<file path="src/rtl/exe_pkg.sv">
// Shared execute-side definitions: ALU opcodes, datapath defaults, occupancy
// state and opcode legality check.
package exe_pkg;

    localparam int DEF_XLEN = 32;
    localparam int DEF_RA_W = 5;

    localparam logic [2:0] ALU_ADD  = 3'd0;
    localparam logic [2:0] ALU_SUB  = 3'd1;
    localparam logic [2:0] ALU_AND  = 3'd2;
    localparam logic [2:0] ALU_OR   = 3'd3;
    localparam logic [2:0] ALU_XOR  = 3'd4;
    localparam logic [2:0] ALU_MUL  = 3'd5;
    localparam logic [2:0] ALU_MULH = 3'd6;

    typedef enum logic {
        OCC_EMPTY = 1'b0,
        OCC_FULL  = 1'b1
    } occ_e;

    function automatic logic is_legal_aluop(input logic [2:0] op);
        return op != 3'd7;
    endfunction

endpackage

</file>
<file path="src/rtl/fwd_sel.sv">
// Operand bypass select: MEM result beats WB result beats the base value;
// register x0 is hardwired and never takes a bypass.
module fwd_sel #(
    parameter int XLEN = exe_pkg::DEF_XLEN,
    parameter int RA_W = exe_pkg::DEF_RA_W
) (
    input  logic [RA_W-1:0] i_rs,
    input  logic [XLEN-1:0] i_base,
    input  logic            i_mem_we,
    input  logic [RA_W-1:0] i_mem_rd,
    input  logic [XLEN-1:0] i_mem_data,
    input  logic            i_wb_we,
    input  logic [RA_W-1:0] i_wb_rd,
    input  logic [XLEN-1:0] i_wb_data,
    output logic [XLEN-1:0] o_val
);

    logic w_nonzero;
    assign w_nonzero = (i_rs != '0);

    always_comb begin
        o_val = i_base;
        if (w_nonzero && i_mem_we && (i_mem_rd == i_rs))
            o_val = i_mem_data;
        else if (w_nonzero && i_wb_we && (i_wb_rd == i_rs))
            o_val = i_wb_data;
    end

endmodule

</file>
<file path="src/rtl/id_ex_stage.sv">
// Single-entry ID/EX register feeding the execute ALU, with MEM/WB operand
// bypass at capture and on the held entry, plus writeback refresh under stall.
//
// state     | meaning
// OCC_EMPTY | no instruction held, out_valid=0
// OCC_FULL  | one instruction held and presented to execute
module id_ex_stage
    import exe_pkg::*;
#(
    parameter int XLEN = DEF_XLEN,
    parameter int RA_W = DEF_RA_W
) (
    input  logic            clk,
    input  logic            rst_n,
    input  logic            flush,
    input  logic            in_valid,
    output logic            in_ready,
    input  logic [XLEN-1:0] in_pc,
    input  logic [XLEN-1:0] in_rs1_val,
    input  logic [XLEN-1:0] in_rs2_val,
    input  logic [XLEN-1:0] in_imm,
    input  logic [RA_W-1:0] in_rs1,
    input  logic [RA_W-1:0] in_rs2,
    input  logic [RA_W-1:0] in_rd,
    input  logic [2:0]      in_alu_op,
    input  logic            in_use_imm,
    input  logic            in_use_pc,
    input  logic            in_reg_we,
    input  logic            mem_we,
    input  logic [RA_W-1:0] mem_rd,
    input  logic [XLEN-1:0] mem_data,
    input  logic            wb_we,
    input  logic [RA_W-1:0] wb_rd,
    input  logic [XLEN-1:0] wb_data,
    output logic            out_valid,
    input  logic            out_ready,
    output logic [XLEN-1:0] alu_a,
    output logic [XLEN-1:0] alu_b,
    output logic [2:0]      alu_op,
    output logic [RA_W-1:0] out_rd,
    output logic            out_reg_we,
    output logic [XLEN-1:0] out_pc,
    output logic [XLEN-1:0] out_store_data,
    output logic            out_illegal,
    output logic [31:0]     stall_cnt
);

    occ_e            r_state;
    occ_e            w_state_nxt;
    logic [XLEN-1:0] r_pc, r_rs1_val, r_rs2_val, r_imm;
    logic [RA_W-1:0] r_rs1, r_rs2, r_rd;
    logic [2:0]      r_alu_op;
    logic            r_use_imm, r_use_pc, r_reg_we, r_illegal;
    logic [31:0]     r_stall_cnt;

    logic            w_full, w_cap, w_leave, w_legal;
    logic            w_rs1_wb_hit, w_rs2_wb_hit;
    logic [XLEN-1:0] w_cap_rs1, w_cap_rs2, w_fwd_rs1, w_fwd_rs2;

    assign w_full   = (r_state == OCC_FULL);
    assign in_ready = !w_full || out_ready;
    assign w_cap    = in_valid && in_ready && !flush;
    assign w_leave  = w_full && out_ready;
    assign w_legal  = is_legal_aluop(in_alu_op);

    // Capture-path bypass for the incoming instruction.
    fwd_sel #(.XLEN(XLEN), .RA_W(RA_W)) u_fwd_cap_rs1 (
        .i_rs(in_rs1), .i_base(in_rs1_val),
        .i_mem_we(mem_we), .i_mem_rd(mem_rd), .i_mem_data(mem_data),
        .i_wb_we(wb_we), .i_wb_rd(wb_rd), .i_wb_data(wb_data),
        .o_val(w_cap_rs1)
    );

    fwd_sel #(.XLEN(XLEN), .RA_W(RA_W)) u_fwd_cap_rs2 (
        .i_rs(in_rs2), .i_base(in_rs2_val),
        .i_mem_we(mem_we), .i_mem_rd(mem_rd), .i_mem_data(mem_data),
        .i_wb_we(wb_we), .i_wb_rd(wb_rd), .i_wb_data(wb_data),
        .o_val(w_cap_rs2)
    );

    // Output-path bypass of the held operands.
    fwd_sel #(.XLEN(XLEN), .RA_W(RA_W)) u_fwd_out_rs1 (
        .i_rs(r_rs1), .i_base(r_rs1_val),
        .i_mem_we(mem_we), .i_mem_rd(mem_rd), .i_mem_data(mem_data),
        .i_wb_we(wb_we), .i_wb_rd(wb_rd), .i_wb_data(wb_data),
        .o_val(w_fwd_rs1)
    );

    fwd_sel #(.XLEN(XLEN), .RA_W(RA_W)) u_fwd_out_rs2 (
        .i_rs(r_rs2), .i_base(r_rs2_val),
        .i_mem_we(mem_we), .i_mem_rd(mem_rd), .i_mem_data(mem_data),
        .i_wb_we(wb_we), .i_wb_rd(wb_rd), .i_wb_data(wb_data),
        .o_val(w_fwd_rs2)
    );

    assign w_rs1_wb_hit = wb_we && (wb_rd == r_rs1) && (r_rs1 != '0);
    assign w_rs2_wb_hit = wb_we && (wb_rd == r_rs2) && (r_rs2 != '0);

    always_ff @(posedge clk or negedge rst_n) begin
        if (!rst_n) r_state <= OCC_EMPTY;
        else        r_state <= w_state_nxt;
    end

    always_comb begin
        w_state_nxt = r_state;
        if (flush)        w_state_nxt = OCC_EMPTY;
        else if (w_cap)   w_state_nxt = OCC_FULL;
        else if (w_leave) w_state_nxt = OCC_EMPTY;
    end

    always_ff @(posedge clk or negedge rst_n) begin
        if (!rst_n) begin
            r_pc        <= '0;
            r_rs1_val   <= '0;
            r_rs2_val   <= '0;
            r_imm       <= '0;
            r_rs1       <= '0;
            r_rs2       <= '0;
            r_rd        <= '0;
            r_alu_op    <= ALU_ADD;
            r_use_imm   <= 1'b0;
            r_use_pc    <= 1'b0;
            r_reg_we    <= 1'b0;
            r_illegal   <= 1'b0;
            r_stall_cnt <= '0;
        end else begin
            if (w_cap) begin
                r_pc      <= in_pc;
                r_rs1_val <= w_cap_rs1;
                r_rs2_val <= w_cap_rs2;
                r_imm     <= in_imm;
                r_rs1     <= in_rs1;
                r_rs2     <= in_rs2;
                r_rd      <= in_rd;
                r_alu_op  <= w_legal ? in_alu_op : ALU_ADD;
                r_use_imm <= in_use_imm;
                r_use_pc  <= in_use_pc;
                r_reg_we  <= in_reg_we && w_legal;
                r_illegal <= !w_legal;
            end else begin
                if (flush) r_illegal <= 1'b0;
                // A producer retiring while we hold must not be lost.
                if (w_full && w_rs1_wb_hit) r_rs1_val <= wb_data;
                if (w_full && w_rs2_wb_hit) r_rs2_val <= wb_data;
            end
            if (w_full && !out_ready && (r_stall_cnt != '1))
                r_stall_cnt <= r_stall_cnt + 32'd1;
        end
    end

    assign out_valid      = w_full;
    assign alu_a          = r_use_pc  ? r_pc  : w_fwd_rs1;
    assign alu_b          = r_use_imm ? r_imm : w_fwd_rs2;
    assign out_store_data = w_fwd_rs2;
    assign alu_op         = r_alu_op;
    assign out_rd         = r_rd;
    assign out_reg_we     = r_reg_we && w_full;
    assign out_pc         = r_pc;
    assign out_illegal    = r_illegal && w_full;
    assign stall_cnt      = r_stall_cnt;

endmodule

</file>
<file path="config.mk">
export PLATFORM = sky130hd
export DESIGN_NAME = id_ex_stage
export DESIGN_NICKNAME = d
export VERILOG_FILES = /design/src/rtl/exe_pkg.sv /design/src/rtl/fwd_sel.sv /design/src/rtl/id_ex_stage.sv
export SDC_FILE = /design/constraint.sdc
export NUM_CORES = 1
export LEC_CHECK = 0
export BUFFER_PORTS_ARGS = -buffer_cell sky130_fd_sc_hd__buf_2
export CAP_MARGIN = 20
export CORE_ASPECT_RATIO = 0.5
export CORE_MARGIN = 3
export CORE_UTILIZATION = 40
export DETAILED_ROUTE_END_ITERATION = 6
export MAX_ROUTING_LAYER = met4
export PLACE_DENSITY = 0.72
export SLEW_MARGIN = 0
export SYNTH_ARGS = -nofsm -noshare
export SYNTH_HDL_FRONTEND = slang
export SYNTH_HIERARCHICAL = 1
export SYNTH_SLANG_ARGS = --single-unit
</file>
<file path="constraint.sdc">
create_clock -name clk -period 3.1 [get_ports clk]
set_clock_uncertainty 0.05 [all_clocks]
set_input_delay 0.62 -clock clk [delete_from_list [all_inputs] [get_ports clk]]
set_output_delay 0.62 -clock clk [all_outputs]
set_load 0.1 [all_outputs]
</file>
* Word level (Yosys, flattened, before mapping) *
Index checks and enable logic that the tools add are counted.

cells by class
  add/sub/neg operators = 1
  $mul = 0
  divide/modulo/power cells = 0
  $lt $le $gt $ge = 0
  eq/ne operators = 10
  shifts and indexed selects = 0
  mux-type cells = 20
  bitwise gates (word level) = 0
  reduce and logical (&&, ||, !) cells = 43

operator list
  cell                     count
  $mux W32                 14
  $eq A5 B5 Y1             8
  $add A32 B1 Y32 const B  1
  $ne A32 B32 Y1 const B   1
  $logic_and A1 B1 Y1      30
  $reduce_bool A5 Y1       4
  $reduce_bool A2 Y1       3
  $mux W1                  5
  $logic_not A1 Y1         4
  $mux W3                  1
  $ne A3 B3 Y1 const B     1
  $reduce_bool A3 Y1       1
  $logic_or A1 B1 Y1       1

storage, ports and cells
  register bits = 183
  latch bits = 0
  bits in writable memories = 0
  bits in read-only memories = 0
  output and inout port bits = 172
  memories kept = 0

* Logic depth before layout (Yosys ltp) *
  depth after elaboration = 6
  mapped depth = 9
  mapped depth without buffers = 6

* Cells and area by module *
The synthesis kept the hierarchy.

by module, submodules not included
  module       instances  cells an instance  area an instance (um^2)
  id_ex_stage  1          887                8675.8
  fwd_sel      4          169                948.4

* Least setup slack after synthesis *
OpenSTA, ideal clock, no wires.

  kind = register -> output
  start point = register r_rs2[0]
  end point = output port alu_b[10]
  data arrival time = 3.971 ns
  data required time = 2.430 ns
  path slack = -1.541 ns
  cell stages (with the launch flop) = 7
  path buffers = 1
  path through = dfrtp_1 > or4_4 > o211ai_2 > buf_2 > o21ai_0 > a31oi_1 > mux2_2

on the way
  cells in the longest elaborated chain, start to end = 6
  elaborated cells between the ends (all ways) = 10
  those cells by class = 2 x eq/ne; 3 x mux; 5 x reduce/logical

RTL lines
  element                           RTL line            RTL
  start: declaration                id_ex_stage.sv:51   logic [RA_W-1:0] r_rs1, r_rs2, r_rd;
  start signal: assignment          id_ex_stage.sv:133  r_rs2 <= in_rs2;
  $reduce_bool A5 Y1                fwd_sel.sv:19       assign w_nonzero = (i_rs != '0);
  $logic_and A1 B1 Y1 (2 in a row)  fwd_sel.sv:25       else if (w_nonzero && i_wb_we && (i_wb_rd == i_rs))
  $mux W32                          fwd_sel.sv:25
  $mux W32 *                        fwd_sel.sv:23       if (w_nonzero && i_mem_we && (i_mem_rd == i_rs))
  net out_store_data[10]            id_ex_stage.sv:43   output logic [XLEN-1:0] out_store_data,
  $mux W32 *                        id_ex_stage.sv:153  assign alu_b = r_use_imm ? r_imm : w_fwd_rs2;
  end: declaration                  id_ex_stage.sv:38   output logic [XLEN-1:0] alu_b,

Mark *: on every way through the listed nets, which the timed path passes. The rest lies on a longest branch.

* Final worst setup path *
  start point = register r_rs2[4]
  end point = output port alu_b[7]

on the way
  cells in the longest elaborated chain, start to end = 6
  elaborated cells between the ends (all ways) = 10
  those cells by class = 2 x eq/ne; 3 x mux; 5 x reduce/logical

RTL lines
  element                           RTL line
  $reduce_bool A5 Y1                fwd_sel.sv:19
  $logic_and A1 B1 Y1 (2 in a row)  fwd_sel.sv:25
  $mux W32                          fwd_sel.sv:25
  $mux W32 *                        fwd_sel.sv:23
  $mux W32 *                        id_ex_stage.sv:153

Mark *: on every way between the ends. The rest lies on a longest branch, timed or not.

==> flow_summary.yaml <==
status:
  status: "finished, violations left"
  violations: "setup timing"
sta:
  slew_headroom_pct: 51.2
  hold_violations: 0
  tightest_slew_ns: 0.732
  drv_slew: 0
  fin_ws_ns: -0.310
  finalCritPeriodShare_pct: 110
  rsz0062_at_grt: "true"
  period_needed_ns: 3.41
  fmax_mhz: 293
  tns_ns: -21.66
  finalSetupViolCount: 96
synth:
  synth_top_area_share_pct: 36.7
  synth-async-reset-ratio_pct: 100
  synth_area_leaders: "dfrtp_1 (37%), nand2_1 (10%), o21ai_0 (7.0%)"
  yosys-top-cells-count: "nand2_1 (337), dfrtp_1 (183), o21ai_0 (174)"
  seq_area_frac_synth_pct: 36.7
  synth.distinct_cells: 42
  synth_most_common_cell: "nand2_1"
  synth_top_area_cell: "dfrtp_1"
  synth_edf_count: 0
  synth_area_mm2: 0.0125
  postSynthCellCount: 1563
  syn_area_per_cell_um2: 7.98
  synth.ff_latch_count: 183
  syn-num-nets: 1794
  ys_warn_count: 6
  synth-main-ff-cell: "dfrtp_1"
critical_path:
  cpMostUsedCell: "buf_12"
  worst_ep_arrival_time_ns: 2.74
  path_max_fanout: 15
  cp_data_required_time_ns: 2.43
  critical_path.top_delay_family: "simple AND/OR/NAND/NOR gates"
  reg2reg_depth: 7
  critical_path.slowest_cell: "or4_4"
  cp-startpoint: "r_rs2[4]"
  critPathMaxStageDelay_ns: 0.61
  crit_type: "reg -> out"
  start_kind: "register"
  rrSetupSlack_ns: 0.87
  endpoint_kind: "output pin"
  reg2reg_to: "r_rs1_val[16]"
  crit_chain: "or4_4 > o211ai_4 > buf_6 > buf_12 > nor3_1 > buf_4 > a31oi_4 > mux2_4 > buf_12"
  rr_startpoint: "r_rs1[4]"
  cp_num_buf_inv: 4
floorplanning:
  die_w_um: 256
  die_height_um: 131
  rows: 45
  ios: 402
  start_util_pct: 40.9
  core_mm2: 0.0305
  die_area_mm2: 0.0335
power:
  seq_power_share_pct: 23.5
  leakage_nw: 8.86
  p_sw_mw: 6.38
  p_per_area_mw_per_mm2: 665
  clkPwrFrac_pct: 18.0
  combPwrFrac_pct: 58.5
  irDropWorstVdd_uv: 426
  p_int_mw: 6.41
  switching_share_pct: 49.9
clock_tree:
  cts_tree: "done"
  cts_buffers: 17
  cts_sinks: 183
  root_buffer: "clkbuf_16"
  clk_latency_ns: 0.46
  cts.clk_slew.worst_paths_ns: 0.08
  hold_buffers: 0
  htreeDepth: 4
  clock_path_buffers: 2
global_route:
  grt_pass1_vias: 13600
  grt_pass1_wl_mm: 80.5
  overflow: 0
  track_usage_pct: 31.7
  grt_max_degree: 120
  antenna_found_initial: 9
finish:
  finalCoreUtilization_pct: 63.0
  nets: 2215
  syn_to_final_growth_pct: 54.2
  drive_above_1_share_pct: 38.1
  final_cells: 2430
job:
  max_cap_viol_count: 0
placed_design:
  port_buffers: 401
  dp_hpwl_mm: 37.5
  place_ws_ns: -0.0250
  dp_cells: 2378
  gp_congestion: 0.966
detailed_routing:
  vias: 14500
  ant_nets: 0
  avgViaCountPerCell: 5.96
  drt_iter0_markers: 1861
  drt_first_pass_iters: 6
  wire_per_inst_um: 22.4
  drc: 0
  wl_mm: 54.4
min_path:
  hold_path.class: "in -> async"
area by class of cell:
| type | count | area [µm²] |
|---|---|---|
| diodes | 10 | 25.0 |
| clock buffers | 17 | 425 |
| clock inverters | 15 | 196 |
| fillers | 2541 | 11300 |
| inverters | 1 | 3.75 |
| multi-input cells | 1240 | 8450 |
| flip-flops and latches | 183 | 4580 |
| well taps | 423 | 529 |
| repair buffers | 541 | 5010 |
worst max-delay path by stage:
stage / end / cells after the start
5_1_grt: alu_a[15] / 8
6_report: alu_b[7] / 9
3_3_place_gp: alu_a[0] / 8
3_5_place_dp: alu_a[0] / 8
2_1_floorplan: alu_b[5] / 6
4_1_cts: alu_b[20] / 8
worst reg2reg max path, stage by stage, from the launching register on:
cell     delay [ns]
dfrtp_1        0.40
buf_4          0.16
or2_2          0.28
o21ai_0        0.23
nand3_2        0.36
buf_12         0.32
mux2i_1        0.20
o21ai_0        0.09
state kept, by name, indices dropped and copies added, names as in the netlist, 3 cells and up:
| name | cells |
|---|---|
| r_imm | 32 |
| r_rs1_val | 32 |
| stall_cnt | 32 |
| out_rd | 5 |
| out_pc | 32 |
| r_rs1 | 5 |
| alu_op | 3 |
| r_rs2 | 5 |
| r_rs2_val | 32 |
stage by stage:
stage,area (µm²),hold slack (ns),power [mW]
final,19200,0.161,12.8
after global routing,19200,0.204,13.2
after CTS,18900,0.184,12.7
after detailed placement,17700,0.404,10.1
after global placement,17700,0.397,10.0
after floorplan,13200,0.274,7.56
power groups by stage:
| stage | Combinational (mW) | Clock [mW] | Sequential, mW |
|---|---|---|---|
| global route | 7.69 | 2.44 | 3.04 |
| finish | 7.48 | 2.31 | 3.00 |
| CTS | 7.35 | 2.35 | 2.99 |
| floorplan | 3.80 | 0 | 3.76 |
| global placement | 7.02 | 0 | 3.00 |
| detailed placement | 7.08 | 0 | 3.02 |
placed cells by master, fill, tap and decap left out, types with 5 or more instances in the layout:
cell type	count
buf_4	76
buf_6	38
nand3_2	9
and2_1	7
nand3_1	134
inv_8	5
clkinv_8	7
xor2_1	27
o211ai_4	7
buf_2	304
nor3_2	11
nand2_1	337
nor3_1	121
and4_1	6
diode_2	10
mux2_4	64
mux2i_1	64
and3_1	8
a31oi_2	9
dfrtp_1	180
o21ai_2	15
nand4_1	13
nor3_4	5
nor2_1	14
xnor2_1	47
buf_12	115
o21ai_0	132
a31oi_4	40
clkbuf_16	19
a31oi_1	80
o21ai_1	47
what timing repair did:
item / CTS / global route
gates resized for setup: 123 / 50
setup endpoints to repair: 96 / 96
setup buffers: 6 / 2
cloned: 3 / 2
hold endpoints to repair: 0 / 0
pin swaps: 26 / 5
logic make-up after synthesis:
family | synth area share [%]
AND/OR/NAND/NOR | 25.6
AO/OA/AOI/OAI | 15.8
flip-flops | 36.7
buffers and inverters | 5.27
multiplexers | 11.0
XOR/XNOR | 5.48
adder cells (fa/ha/maj) | 0.100
per-layer routing:
metal / up-vias / track usage [%] / share of wire (%)
li1: 6451 / - / -
met1: 6976 / 39.8 / 40
met2: 880 / 50.2 / 47
met3: 176 / 5.24 / 8.7
met4: 0 / 16.2 / 4.6
met5: - / - / 0
(Power assumes the default switching activity.)
